--- config.mk ---
export PLATFORM = sky130hd
export DESIGN_NAME = mips_mmio
export DESIGN_NICKNAME = d
export VERILOG_FILES = /design/src/rtl/mips_mmio.sv
export SDC_FILE = /design/constraint.sdc
export NUM_CORES = 1
export LEC_CHECK = 0
export BUFFER_PORTS_ARGS = -buffer_cell sky130_fd_sc_hd__buf_2
export CELL_PAD_IN_SITES_DETAIL_PLACEMENT = 0
export CELL_PAD_IN_SITES_GLOBAL_PLACEMENT = 2
export CORE_ASPECT_RATIO = 1.1
export CORE_MARGIN = 1
export CORE_UTILIZATION = 36
export DETAILED_ROUTE_END_ITERATION = 8
export PLACE_DENSITY = 0.95
export SLEW_MARGIN = 0
export SYNTH_ARGS = -nofsm -noshare
export SYNTH_HDL_FRONTEND = slang
export SYNTH_SLANG_ARGS = --single-unit
--- constraint.sdc ---
create_clock -name clk -period 3.8 [get_ports clk]
set_input_delay 0.38 -clock clk [delete_from_list [all_inputs] [get_ports clk]]
set_output_delay 0.38 -clock clk [all_outputs]
set_load 0.02 [all_outputs]
--- src/rtl/mips_mmio.sv ---
// Memory-side bus block for the multicycle mips core: routes each access to RAM or to
// the LED register, cycle timer, and FIFO-buffered 8N1 UART transmitter.
module mips_mmio #(
  parameter int CLKS_PER_BIT = 434,
  parameter int FIFO_DEPTH   = 8,
  parameter int LED_W        = 16
) (
  input  logic             clk,
  input  logic             rstb,
  input  logic [31:0]      mem_addr,
  input  logic [31:0]      mem_wr_data,
  input  logic             mem_wr_ena,
  output logic [31:0]      mem_rd_data,
  output logic [31:0]      ram_addr,
  output logic [31:0]      ram_wr_data,
  output logic             ram_wr_ena,
  input  logic [31:0]      ram_rd_data,
  output logic [LED_W-1:0] leds,
  output logic             uart_tx
);

  localparam int AW = $clog2(FIFO_DEPTH);
  localparam int CW = $clog2(FIFO_DEPTH + 1);
  localparam int BW = $clog2(CLKS_PER_BIT);
  localparam logic [BW-1:0] BAUD_LAST = BW'(CLKS_PER_BIT - 1);
  localparam logic [CW-1:0] CNT_FULL  = CW'(FIFO_DEPTH);
  localparam logic [29:0]   A_LED     = 30'h2000_0000;
  localparam logic [29:0]   A_TMR     = 30'h2000_0001;
  localparam logic [29:0]   A_TXD     = 30'h2000_0002;
  localparam logic [29:0]   A_STS     = 30'h2000_0003;

  typedef enum logic [1:0] {
    S_IDLE  = 2'd0,
    S_START = 2'd1,
    S_DATA  = 2'd2,
    S_STOP  = 2'd3
  } state_t;

  logic [LED_W-1:0] r_leds;
  logic [31:0]      r_timer;
  logic [7:0]       r_mem [FIFO_DEPTH];
  logic [AW-1:0]    r_rd_ptr;
  logic [AW-1:0]    r_wr_ptr;
  logic [CW-1:0]    r_count;
  logic             r_ovf;
  state_t           r_state;
  logic [BW-1:0]    r_baud;
  logic [2:0]       r_bit;
  logic [7:0]       r_shift;
  logic             r_tx;

  logic          w_sel_led, w_sel_tmr, w_sel_txd, w_sel_sts;
  logic          w_push, w_pop, w_full, w_empty, w_push_ok;
  logic [31:0]   w_status;
  state_t        w_state_n;
  logic [BW-1:0] w_baud_n;
  logic [2:0]    w_bit_n;
  logic [7:0]    w_shift_n;
  logic          w_tx_n;

  assign ram_addr    = mem_addr;
  assign ram_wr_data = mem_wr_data;
  assign ram_wr_ena  = mem_wr_ena & ~mem_addr[31];
  assign leds        = r_leds;
  assign uart_tx     = r_tx;

  // Full-word decode: aliases of the peripheral window read as zero.
  assign w_sel_led = mem_addr[31:2] == A_LED;
  assign w_sel_tmr = mem_addr[31:2] == A_TMR;
  assign w_sel_txd = mem_addr[31:2] == A_TXD;
  assign w_sel_sts = mem_addr[31:2] == A_STS;

  assign w_full    = r_count == CNT_FULL;
  assign w_empty   = r_count == '0;
  assign w_push    = mem_wr_ena & w_sel_txd;
  assign w_push_ok = w_push & ~w_full;

  always_comb begin
    w_status        = 32'd0;
    w_status[0]     = w_full;
    w_status[1]     = w_empty;
    w_status[2]     = r_state != S_IDLE;
    w_status[3]     = r_ovf;
    w_status[15:8]  = 8'(r_count);
  end

  always_comb begin
    mem_rd_data = 32'd0;
    if (!mem_addr[31]) begin
      mem_rd_data = ram_rd_data;
    end else if (w_sel_led) begin
      mem_rd_data = 32'(r_leds);
    end else if (w_sel_tmr) begin
      mem_rd_data = r_timer;
    end else if (w_sel_sts) begin
      mem_rd_data = w_status;
    end else begin
      mem_rd_data = 32'd0;
    end
  end

  always_ff @(posedge clk) begin
    if (!rstb) begin
      r_leds  <= '0;
      r_timer <= 32'd0;
    end else begin
      if (mem_wr_ena && w_sel_led) r_leds <= mem_wr_data[LED_W-1:0];
      if (mem_wr_ena && w_sel_tmr) r_timer <= mem_wr_data;
      else                         r_timer <= r_timer + 32'd1;
    end
  end

  always_ff @(posedge clk) begin
    if (w_push_ok) r_mem[r_wr_ptr] <= mem_wr_data[7:0];
  end

  // A push into a full FIFO is lost and latches overflow, regardless of a same-cycle pop.
  always_ff @(posedge clk) begin
    if (!rstb) begin
      r_rd_ptr <= '0;
      r_wr_ptr <= '0;
      r_count  <= '0;
      r_ovf    <= 1'b0;
    end else begin
      if (w_push_ok) r_wr_ptr <= r_wr_ptr + AW'(1);
      if (w_pop)     r_rd_ptr <= r_rd_ptr + AW'(1);
      case ({w_push_ok, w_pop})
        2'b10:   r_count <= r_count + CW'(1);
        2'b01:   r_count <= r_count - CW'(1);
        default: r_count <= r_count;
      endcase
      if (w_push && w_full)            r_ovf <= 1'b1;
      else if (mem_wr_ena && w_sel_sts) r_ovf <= 1'b0;
      else                              r_ovf <= r_ovf;
    end
  end

  always_ff @(posedge clk) begin
    if (!rstb) begin
      r_state <= S_IDLE;
      r_baud  <= '0;
      r_bit   <= 3'd0;
      r_shift <= 8'd0;
      r_tx    <= 1'b1;
    end else begin
      r_state <= w_state_n;
      r_baud  <= w_baud_n;
      r_bit   <= w_bit_n;
      r_shift <= w_shift_n;
      r_tx    <= w_tx_n;
    end
  end

  // w_tx_n is the line level for the state being entered, so uart_tx stays a flop output.
  always_comb begin
    w_state_n = r_state;
    w_baud_n  = r_baud;
    w_bit_n   = r_bit;
    w_shift_n = r_shift;
    w_tx_n    = 1'b1;
    w_pop     = 1'b0;
    case (r_state)
      S_IDLE: begin
        w_baud_n = '0;
        if (!w_empty) begin
          w_pop     = 1'b1;
          w_shift_n = r_mem[r_rd_ptr];
          w_state_n = S_START;
          w_tx_n    = 1'b0;
        end else begin
          w_tx_n = 1'b1;
        end
      end
      S_START: begin
        if (r_baud == BAUD_LAST) begin
          w_baud_n  = '0;
          w_bit_n   = 3'd0;
          w_state_n = S_DATA;
          w_tx_n    = r_shift[0];
        end else begin
          w_baud_n = r_baud + BW'(1);
          w_tx_n   = 1'b0;
        end
      end
      S_DATA: begin
        if (r_baud == BAUD_LAST) begin
          w_baud_n = '0;
          if (r_bit == 3'd7) begin
            w_state_n = S_STOP;
            w_tx_n    = 1'b1;
          end else begin
            w_bit_n   = r_bit + 3'd1;
            w_shift_n = {1'b0, r_shift[7:1]};
            w_tx_n    = r_shift[1];
          end
        end else begin
          w_baud_n = r_baud + BW'(1);
          w_tx_n   = r_shift[0];
        end
      end
      S_STOP: begin
        w_tx_n = 1'b1;
        if (r_baud == BAUD_LAST) begin
          w_baud_n  = '0;
          w_state_n = S_IDLE;
        end else begin
          w_baud_n = r_baud + BW'(1);
        end
      end
      default: begin
        w_state_n = S_IDLE;
        w_baud_n  = '0;
        w_tx_n    = 1'b1;
      end
    endcase
  end

endmodule

# Word level (Yosys, flattened, before mapping)
# Memory sizes are Yosys's and may differ from the RTL's. A register that Yosys moved wholly into a read port is not among the register bits.
# Cells that the tools add are included.
[totals]
memories = 1
elab_cells = 92
reg_bits = 82
mem_bits_rw = 64
[memory_table]
columns = ["memory", "words", "word_bits", "rd", "rd_clocked_by_memory_dff", "wr", "line_no", "source"]
rows = [
  ["r_mem", 8, 8, 1, 1, 1, "41", "logic [7:0] r_mem [FIFO_DEPTH];"],
]
[classes]
n_reduce_logical = 15
eq_ne = 18
muxes = 35
n_bitwise = 5
addsub = 7
[ops]
columns = ["op", "count"]
rows = [
  ["32-bit two-way mux", 4],
  ["30-bit equality test, second input constant", 4],
  ["32-bit by 1-bit adder with 32-bit output, second input constant", 1],
  ["8-bit two-way mux", 3],
  ["9-bit one-hot mux with 2 select lines", 1],
  ["8-bit one-hot mux with 2 select lines", 1],
  ["3-bit two-way mux", 5],
  ["12-bit two-way mux", 1],
  ["2-bit != test, second input constant", 6],
  ["1-bit two-way mux", 10],
  ["2-bit two-way mux", 5],
  ["2-bit nonzero test", 5],
  ["3-bit by 1-bit adder with 3-bit output, second input constant", 3],
  ["9-bit by 1-bit adder with 9-bit output, second input constant", 1],
  ["9-bit equality test, second input constant", 1],
  ["9-bit two-way mux", 1],
  ["2-bit one-hot mux with 4 select lines", 1],
  ["4-bit one-hot mux with 2 select lines", 1],
  ["4-bit AND reduction", 2],
  ["2-bit equality test, second input constant", 3],
  ["3-bit one-hot mux with 2 select lines", 1],
  ["5-bit AND reduction", 1],
  ["4-bit by 1-bit adder with 4-bit output, second input constant", 1],
  ["2-bit by 1-bit equality test with 1-bit output, second input constant", 2],
  ["other kinds (10)", 16],
]

# Depth between registers and ports, before layout
# Gate-level depths: netlist of the first run.
[logic_depth]
depth_word = 5
ltp_mapped = 12
mapped_depth_nobuf = 11

# Worst setup path before layout of the first run
# Ideal clock, no wire load.
[synth_path]
path_type = "input port to flip-flop"
start = "in mem_addr[6]"
end = "reg r_count[2]"
required_time_ns = 3.726
setup_slack_ns = 1.245
path_stages = 11
t_arrival_ns = 2.481
path_buffers = 0
cell_sequence = "nor4_4 and4_1 and4_1 inv_1 ha_1 xor2_1 ha_1 a21oi_1 xor2_1 or3_1 a21oi_1"
[synth_via]
elab_chain_cells = 5
[synth_rtl]
columns = ["element", "line_no", "source"]
rows = [
  ["start, declared", "10", "input logic [31:0] mem_addr,"],
  ["30-bit equality test *", "70", "assign w_sel_txd = mem_addr[31:2] == A_TXD;"],
  ["1-bit AND *", "75", "assign w_push = mem_wr_ena & w_sel_txd;"],
  ["1-bit AND *", "76", "assign w_push_ok = w_push & ~w_full;"],
  ["2-bit by 1-bit equality test with 1-bit output or 2-bit equality test (tied branches)", "127", "case ({w_push_ok, w_pop})"],
  ["4-bit one-hot mux with 2 select lines or 2-bit nonzero test (tied branches)", "-", ""],
  ["end signal, assigned", "128", "2'b10: r_count <= r_count + CW'(1);"],
  ["end signal, assigned", "129", "2'b01: r_count <= r_count - CW'(1);"],
  ["end signal, assigned", "130", "default: r_count <= r_count;"],
  ["end, declared", "44", "logic [CW-1:0] r_count;"],
]
# Mark *: on every way between the ends. The rest lies on a longest branch, timed or not.
# A chain may end at the register's enable or synchronous reset.

# Worst setup path in the final report of the first run
[layout_path]
start = "reg r_count[1]"
end = "reg r_count[2]"
[layout_via]
elab_chain_cells = 5
[layout_rtl]
columns = ["element", "line_no"]
rows = [
  ["4-bit zero test or 4-bit equality test (tied branches)", "74, 73"],
  ["1-bit two-way mux or 1-bit NOT (tied branches)", "165, 76"],
  ["1-bit two-way mux or 1-bit AND (tied branches)", "162, 76"],
  ["2-bit by 1-bit equality test with 1-bit output or 2-bit equality test (tied branches)", "127"],
  ["4-bit one-hot mux with 2 select lines or 2-bit nonzero test (tied branches)", "-"],
]
# Several ways; a longest one is shown, not always the timed one.

==> results of run 1 <==
registers in the layout, summed over array words and instances, names as in the netlist, named ones only:
name	count
r_shift	8
r_count	4
r_baud	9
r_rd_ptr	3
uart_tx	1
r_timer	32
r_mem	64
r_state	2
r_bit	3
r_wr_ptr	3
r_ovf	1
leds	16
layer usage:
metal / track usage, % / vias to the layer above / routed length, µm
met4: 5.33 / 0 / 224
li1: - / 2844 / -
met2: 30.8 / 182 / 9860
met1: 21.4 / 2801 / 8140
met5: 0 / - / 0
met3: 4.45 / 19 / 1160
cells in the final DEF (no fill, tap or decap), types with 6 or more instances in the layout:
| cell | instances |
|---|---|
| buf_2 | 208 |
| dfxtp_1 | 85 |
| nor2_1 | 66 |
| edfxtp_1 | 64 |
| o21ai_0 | 40 |
| mux2i_1 | 37 |
| nand2_1 | 30 |
| a22o_1 | 25 |
| a21oi_1 | 25 |
| xor2_1 | 23 |
| nand3_1 | 22 |
| xnor2_1 | 18 |
| clkbuf_16 | 17 |
| mux4_2 | 16 |
| ha_1 | 15 |
| inv_1 | 14 |
| nand4_1 | 13 |
| nor2b_1 | 11 |
| a211oi_2 | 11 |
| buf_4 | 10 |
| o2bb2ai_1 | 9 |
| nor4_1 | 8 |
| and3_1 | 7 |
| a211oi_1 | 7 |
| o31ai_1 | 7 |
| and4_1 | 6 |
report_power, final:
part	switching (mW)	internal, mW
Sequential	0.00460	1.67
Combinational	0.175	0.100
Clock	0.661	1.05
Total	0.841	2.82
worst paths after layout:
check | endpoint | startpoint | slack, ps
worst max register to register | r_count[2] | r_count[1] | 1100
worst min register to register | r_shift[5] | r_shift[5] | 470
worst min-delay path | r_timer[21] | mem_wr_data[21] | 220
worst max-delay path | r_count[2] | r_count[1] | 1100
kinds of logic (layout without fill, tap and decap cells):
kind of cell | Yosys count | count (layout) | share of synthesized area, %
muxes | 56 | 56 | 9.87
DFF | 149 | 149 | 46.8
xor gates and xnor gates | 41 | 41 | 4.63
AOI/OAI and AO/OA | 140 | 140 | 12.9
adders and majority gates | 15 | 15 | 2.42
buffers and inverters | 114 | 265 | 8.95
and+or+nand+nor | 197 | 197 | 14.5
worst reg2reg max path, cell delays in order (launching register included):
cell	delay [ps]
dfxtp_1	390
nor4b_1	540
nor2_1	80
and4_1	280
inv_1	130
ha_1	260
xor2_1	160
ha_1	150
a21oi_1	40
xor2_1	160
or3_1	300
a21oi_1	140
final cells by class:
type                    count  area, µm²
inverters                  15       56.3
clock buffers              20        447
well taps                 285        357
multi-input cells         449       3430
repair buffers            218       1120
fillers                  1993      11700
flip-flops and latches    149       3620
clock inverters            12        155
==> flow_results.xml, run 1 <==
<?xml version="1.0" encoding="UTF-8"?>
<metrics>
  <group name="run_status">
    <metric name="status" unit="">completed</metric>
  </group>
  <group name="timing">
    <metric name="time_the_worst_path_needs_with_i_o_delays_and_setup" unit="ps">2700</metric>
    <metric name="max-slew-margin-rel" unit="%">32.1</metric>
    <metric name="rsz_0062_raised_after_global_routing" unit="">false</metric>
    <metric name="report.final.setup_viol" unit="">0</metric>
    <metric name="setup_total_negative_slack" unit="ps">0</metric>
    <metric name="finalHoldViolCount" unit="">0</metric>
    <metric name="clock.fmax" unit="GHz">0.371</metric>
    <metric name="slew_violations" unit="">0</metric>
    <metric name="layout_worst_path_cycle_share" unit="%">71.0</metric>
    <metric name="setup_ws" unit="ps">1100</metric>
    <metric name="fin_worst_hold_slack" unit="ps">216</metric>
    <metric name="clock_skew_after_layout" unit="ps">6.25</metric>
    <metric name="timing_worst_slew_pin_value" unit="ps">1020</metric>
  </group>
  <group name="final_layout">
    <metric name="num_antenna_cells" unit="">0</metric>
    <metric name="final_core_utilization" unit="%">44.1</metric>
    <metric name="layout-drive-gt1-share" unit="%">34.2</metric>
    <metric name="area_delta_synth_final" unit="%">18.6</metric>
    <metric name="finalInstanceArea" unit="mm²">0.00919</metric>
    <metric name="layout.cells.non_filler" unit="">1148</metric>
    <metric name="number_of_nets_in_the_layout" unit="">964</metric>
  </group>
  <group name="routing">
    <metric name="finalWirelength" unit="mm">19.4</metric>
    <metric name="antenna_violating_nets_post_route" unit="">0</metric>
    <metric name="detail_route.vias_per_cell" unit="">5.09</metric>
    <metric name="drt_drc_violations_left" unit="">0</metric>
    <metric name="detailroute.via_count" unit="">5846</metric>
    <metric name="detailedRoute.firstPassIterationCount" unit="">5</metric>
    <metric name="route.detailed.wl_per_inst" unit="µm">16.9</metric>
    <metric name="detail_route.iter0.violations" unit="">357</metric>
  </group>
  <group name="flow_run">
    <metric name="max_cap_violations" unit="">0</metric>
  </group>
  <group name="place">
    <metric name="io_buffers" unit="">208</metric>
    <metric name="placedCellCount" unit="">1116</metric>
    <metric name="dp_hpwl" unit="mm">14.1</metric>
    <metric name="globalplace.congestion" unit="">0.836</metric>
    <metric name="placedInstanceArea" unit="mm²">0.00858</metric>
    <metric name="place_ws" unit="ps">854</metric>
  </group>
  <group name="setup_path">
    <metric name="critical_path.cell_chain" unit="">nor4b_1, nor2_1, and4_1, inv_1, ha_1, xor2_1, ha_1, a21oi_1, xor2_1, or3_1, a21oi_1</metric>
    <metric name="cp.arrival" unit="ps">3050</metric>
    <metric name="path_class" unit="">reg -&gt; reg</metric>
    <metric name="critical-path-max-stage-delay" unit="ps">530</metric>
    <metric name="worstPathMaxFanout" unit="">9</metric>
    <metric name="worst_ep_required_time" unit="ps">4150</metric>
    <metric name="cp_slowest_cell" unit="">nor4b_1</metric>
    <metric name="start_kind" unit="">register</metric>
    <metric name="worstPathBufferInverterCount" unit="">1</metric>
    <metric name="reg2reg_depth" unit="">11</metric>
    <metric name="critPathTopFamily" unit="">simple AND/OR/NAND/NOR gates</metric>
    <metric name="critical_path_depth" unit="">11</metric>
    <metric name="kind_of_end_point_of_the_critical_path" unit="">register</metric>
  </group>
  <group name="cts">
    <metric name="clock_tree_from_tritoncts" unit="">yes</metric>
    <metric name="cts_hold_repair.buffers" unit="">0</metric>
    <metric name="clock-sinks" unit="">149</metric>
    <metric name="cts-buffers-inserted" unit="">17</metric>
    <metric name="cts-root-to-sink-buffers" unit="">2</metric>
    <metric name="post_cts_setup_repair_bufs" unit="">0</metric>
    <metric name="cts.htree.levels" unit="">4</metric>
    <metric name="root_buffer" unit="">clkbuf_16</metric>
    <metric name="clk-insertion-delay-late" unit="ps">430</metric>
    <metric name="clk_transition_reported_paths" unit="ps">60</metric>
    <metric name="cts_resized" unit="">0</metric>
  </group>
  <group name="floorplanning">
    <metric name="floorplan.initialDensity" unit="%">37.2</metric>
    <metric name="std_cell_rows" unit="">55</metric>
    <metric name="die_area" unit="mm²">0.0221</metric>
    <metric name="floorplan.die.width" unit="µm">142</metric>
    <metric name="die_height" unit="µm">156</metric>
    <metric name="i_o_pin_cnt" unit="">213</metric>
    <metric name="fp.coreArea" unit="mm²">0.0209</metric>
  </group>
  <group name="synth">
    <metric name="synth.ff_latch_count" unit="">149</metric>
    <metric name="yosys-top-cells-count" unit="">dfxtp_1 (85), nor2_1 (66), buf_4 (64), edfxtp_1 (64), o21ai_0 (40)</metric>
    <metric name="synth.lib_cells_used.distinct" unit="">60</metric>
    <metric name="biggest_area_consumer_among_synthesized_cells" unit="">edfxtp_1</metric>
    <metric name="top_count_cell_post_synth" unit="">dfxtp_1</metric>
    <metric name="synthesis.nets" unit="">826</metric>
    <metric name="post_syn_instances" unit="">712</metric>
    <metric name="async_set_reset_flop_share_out_of_synthesis" unit="%">0</metric>
    <metric name="portion_of_synthesized_cell_area_occupied_by_the_leading_cell_type" unit="%">24.8</metric>
    <metric name="syn_area_per_cell" unit="µm²">10.9</metric>
    <metric name="synth.area.top_cells" unit="">edfxtp_1 (25%), dfxtp_1 (22%), buf_4 (6.2%), mux2i_1 (4.8%), mux4_2 (4.7%)</metric>
    <metric name="synth-edff-count" unit="">64</metric>
    <metric name="post_synth_instance_area" unit="mm²">0.00775</metric>
    <metric name="synth_warnings" unit="">0</metric>
    <metric name="sequential_to_total_area_share_from_yosys_stat" unit="%">46.8</metric>
    <metric name="synth_top_flop_cell" unit="">dfxtp_1</metric>
  </group>
  <group name="global_route">
    <metric name="gr-total-overflow" unit="">0</metric>
    <metric name="grt_pass1_wl" unit="mm">29.8</metric>
    <metric name="first_global_vias" unit="">5665</metric>
    <metric name="globalRouteTotalUtil" unit="%">17.7</metric>
    <metric name="antenna_found_initial" unit="">0</metric>
    <metric name="maximum_number_of_pins_on_one_net_before_global_route_repair" unit="">40</metric>
  </group>
  <group name="min_path">
    <metric name="hold_path_class" unit="">in -&gt; reg</metric>
    <metric name="timing.hold.worst_path_depth" unit="">2</metric>
  </group>
  <group name="power">
    <metric name="peakVddDrop" unit="V">0.000335</metric>
    <metric name="totalPowerFinal" unit="mW">3.66</metric>
    <metric name="power_density" unit="mW/mm²">398</metric>
    <metric name="static-leakage-power" unit="nW">3.52</metric>
  </group>
</metrics>
No activity file was read; power rests on OpenSTA's default activity.
==> run 2: changes to the inputs <==
- CORE_UTILIZATION: 36 -> 30
- PLACE_DENSITY: 0.95 -> 0.86
- clock period: 3.8 -> 2.4 ns (I/O delays scaled with it)
==> run 2 against run 1 <==
Sequential cell count stayed put. Via count is 2.2% higher. Final area grew 5.3%. Clock power up 53%. Global-route usage down 2.1 points. Largest power group is now sequential cells. Die area grew 20%. Sequential share of layout area is 2.0 points lower. Non-clock buffer count is 48 higher. Final cell count up 9.5%.
==> flow_results.xml, run 2 (synthesis gave the netlist of run 1 again) <==
<?xml version="1.0" encoding="UTF-8"?>
<metrics>
  <group name="run_status">
    <metric name="status" unit="">completed</metric>
  </group>
  <group name="routing">
    <metric name="finalWirelength" unit="mm">20.5</metric>
    <metric name="detailroute.via_count" unit="">5972</metric>
    <metric name="detail_route.vias_per_cell" unit="">4.75</metric>
    <metric name="drt_drc_violations_left" unit="">0</metric>
    <metric name="detailedRoute.firstPassIterationCount" unit="">4</metric>
    <metric name="detail_route.iter0.violations" unit="">312</metric>
    <metric name="route.detailed.wl_per_inst" unit="µm">16.3</metric>
    <metric name="antenna_violating_nets_post_route" unit="">0</metric>
  </group>
  <group name="final_layout">
    <metric name="largest_register_by_flop_count" unit="">r_mem</metric>
    <metric name="number_of_nets_in_the_layout" unit="">1012</metric>
    <metric name="layout.cells.non_filler" unit="">1257</metric>
    <metric name="final_common_cell" unit="">buf_2</metric>
    <metric name="fill_cells" unit="">2567</metric>
    <metric name="area_delta_synth_final" unit="%">24.8</metric>
    <metric name="layout-drive-gt1-share" unit="%">38.2</metric>
    <metric name="num_antenna_cells" unit="">0</metric>
    <metric name="final_cell_mix" unit="">buf_2 (208), dfxtp_1 (85), nor2_1 (66)</metric>
    <metric name="largest_reg_flops" unit="">64</metric>
  </group>
  <group name="cts">
    <metric name="clock-sinks" unit="">149</metric>
    <metric name="root_buffer" unit="">clkbuf_16</metric>
    <metric name="cts-buffers-inserted" unit="">17</metric>
    <metric name="clk-insertion-delay-late" unit="ps">420</metric>
    <metric name="cts-root-to-sink-buffers" unit="">2</metric>
    <metric name="clk_transition_reported_paths" unit="ps">60</metric>
    <metric name="post_cts_setup_repair_bufs" unit="">0</metric>
    <metric name="cts.htree.levels" unit="">4</metric>
    <metric name="clock_tree_from_tritoncts" unit="">yes</metric>
  </group>
  <group name="floorplanning">
    <metric name="i_o_pin_cnt" unit="">213</metric>
    <metric name="floorplan.die.width" unit="µm">155</metric>
    <metric name="std_cell_rows" unit="">61</metric>
    <metric name="die_area" unit="mm²">0.0265</metric>
    <metric name="floorplan.initialDensity" unit="%">30.6</metric>
    <metric name="fp.coreArea" unit="mm²">0.0253</metric>
    <metric name="die_height" unit="µm">171</metric>
  </group>
  <group name="setup_path">
    <metric name="critPathTopFamily" unit="">adder cells</metric>
    <metric name="critical_path.cell_chain" unit="">inv_1, ha_1, inv_1, nor2_1, ha_1, xor2_1, ha_1, a21oi_1, xor2_1, or3_1, a21oi_1</metric>
    <metric name="kind_of_end_point_of_the_critical_path" unit="">register</metric>
    <metric name="crit_top_cell" unit="">ha_1</metric>
    <metric name="cp_slowest_cell" unit="">dfxtp_1</metric>
    <metric name="worstPathMaxFanout" unit="">4</metric>
    <metric name="critical-path-max-stage-delay" unit="ps">390</metric>
    <metric name="worstPathBufferInverterCount" unit="">2</metric>
    <metric name="start_kind" unit="">register</metric>
    <metric name="worst_ep_required_time" unit="ps">2760</metric>
    <metric name="cp.arrival" unit="ps">2600</metric>
    <metric name="path_class" unit="">reg -&gt; reg</metric>
  </group>
  <group name="timing">
    <metric name="report.final.setup_viol" unit="">0</metric>
    <metric name="slew_violations" unit="">0</metric>
    <metric name="max-slew-margin-rel" unit="%">63.8</metric>
    <metric name="clock_skew_after_layout" unit="ps">8.52</metric>
    <metric name="rsz_0062_raised_after_global_routing" unit="">false</metric>
    <metric name="time_the_worst_path_needs_with_i_o_delays_and_setup" unit="ps">2240</metric>
    <metric name="timing_worst_slew_pin_value" unit="ps">538</metric>
    <metric name="finalHoldViolCount" unit="">0</metric>
    <metric name="clock.fmax" unit="GHz">0.446</metric>
    <metric name="setup_total_negative_slack" unit="ps">0</metric>
    <metric name="layout_worst_path_cycle_share" unit="%">93.3</metric>
  </group>
  <group name="global_route">
    <metric name="maximum_number_of_pins_on_one_net_before_global_route_repair" unit="">39</metric>
    <metric name="first_global_vias" unit="">5841</metric>
    <metric name="antenna_found_initial" unit="">0</metric>
    <metric name="gr-total-overflow" unit="">0</metric>
    <metric name="grt_pass1_wl" unit="mm">31.6</metric>
    <metric name="globalRouteTotalUtil" unit="%">15.6</metric>
  </group>
  <group name="power">
    <metric name="peakVddDrop" unit="V">0.000454</metric>
    <metric name="static-leakage-power" unit="nW">3.78</metric>
    <metric name="power_density" unit="mW/mm²">593</metric>
  </group>
  <group name="flow_run">
    <metric name="max_cap_violations" unit="">0</metric>
  </group>
  <group name="place">
    <metric name="globalplace.congestion" unit="">0.815</metric>
    <metric name="placedCellCount" unit="">1225</metric>
    <metric name="dp_hpwl" unit="mm">15.3</metric>
    <metric name="io_buffers" unit="">208</metric>
  </group>
  <group name="min_path">
    <metric name="hold_path_class" unit="">in -&gt; reg</metric>
  </group>
</metrics>
[run 2: timing repair]
action	4_1_cts	5_1_grt
endpoints found under the setup margin	0	25
gates resized for setup	0	4
hold buffers	0	0
[run 2: layout make-up]
cell class,count,area [µm²],share of cell area [%]
inverters,15,56.3,0.582
repair buffers,266,1500,15.5
clock inverters,13,148,1.53
well taps,346,433,4.48
multi-input cells,449,3480,35.9
clock buffers,19,433,4.48
flip-flops and latches,149,3620,37.5
[run 2: per-layer routing]
metal / global-route usage [%] / part of all wire, % / vias up
met5: 0 / 0 / -
met2: 27.6 / 51 / 173
met4: 4.56 / 1.1 / 0
met3: 2.61 / 4.0 / 16
li1: - / - / 2936
met1: 19.5 / 44 / 2847
[run 2: path summary, 6_finish.rpt]
kind | from | to | slack, ps | depth (start not counted)
hold reg to reg | r_shift[3] | r_shift[3] | 460 | 2
hold / removal | mem_wr_data[29] | r_timer[29] | 70 | 2
setup reg to reg | r_state[0] | r_count[2] | 160 | 11
setup / recovery | r_state[0] | r_count[2] | 160 | 11
[run 2: power by group]
group	internal (mW)	switching [mW]	total, mW
clock network	1.54	1.08	2.62
logic	0.173	0.284	0.457
registers	2.64	0.00534	2.65
[run 2: through the flow]
step	total power, mW	hold slack [ps]	setup slack (ps)	area [µm²]	utilization, %
global placement	3.17	453	-178	9060	35.8
CTS	5.80	58.9	63.3	9640	38.1
floorplan	3.00	339	13.0	7760	-
global route	5.92	68.6	0.255	9670	38.2
detailed placement	3.17	458	-193	9060	35.8
finish	5.73	72.6	160	9670	38.2
[run 2: worst register-to-register path: stages, from the launching register on]
cell     delay (ps)
dfxtp_1         390
inv_1           100
ha_1            230
inv_1           120
nor2_1           90
ha_1            230
xor2_1          150
ha_1            170
a21oi_1         140
xor2_1           90
or3_1           310
a21oi_1         130
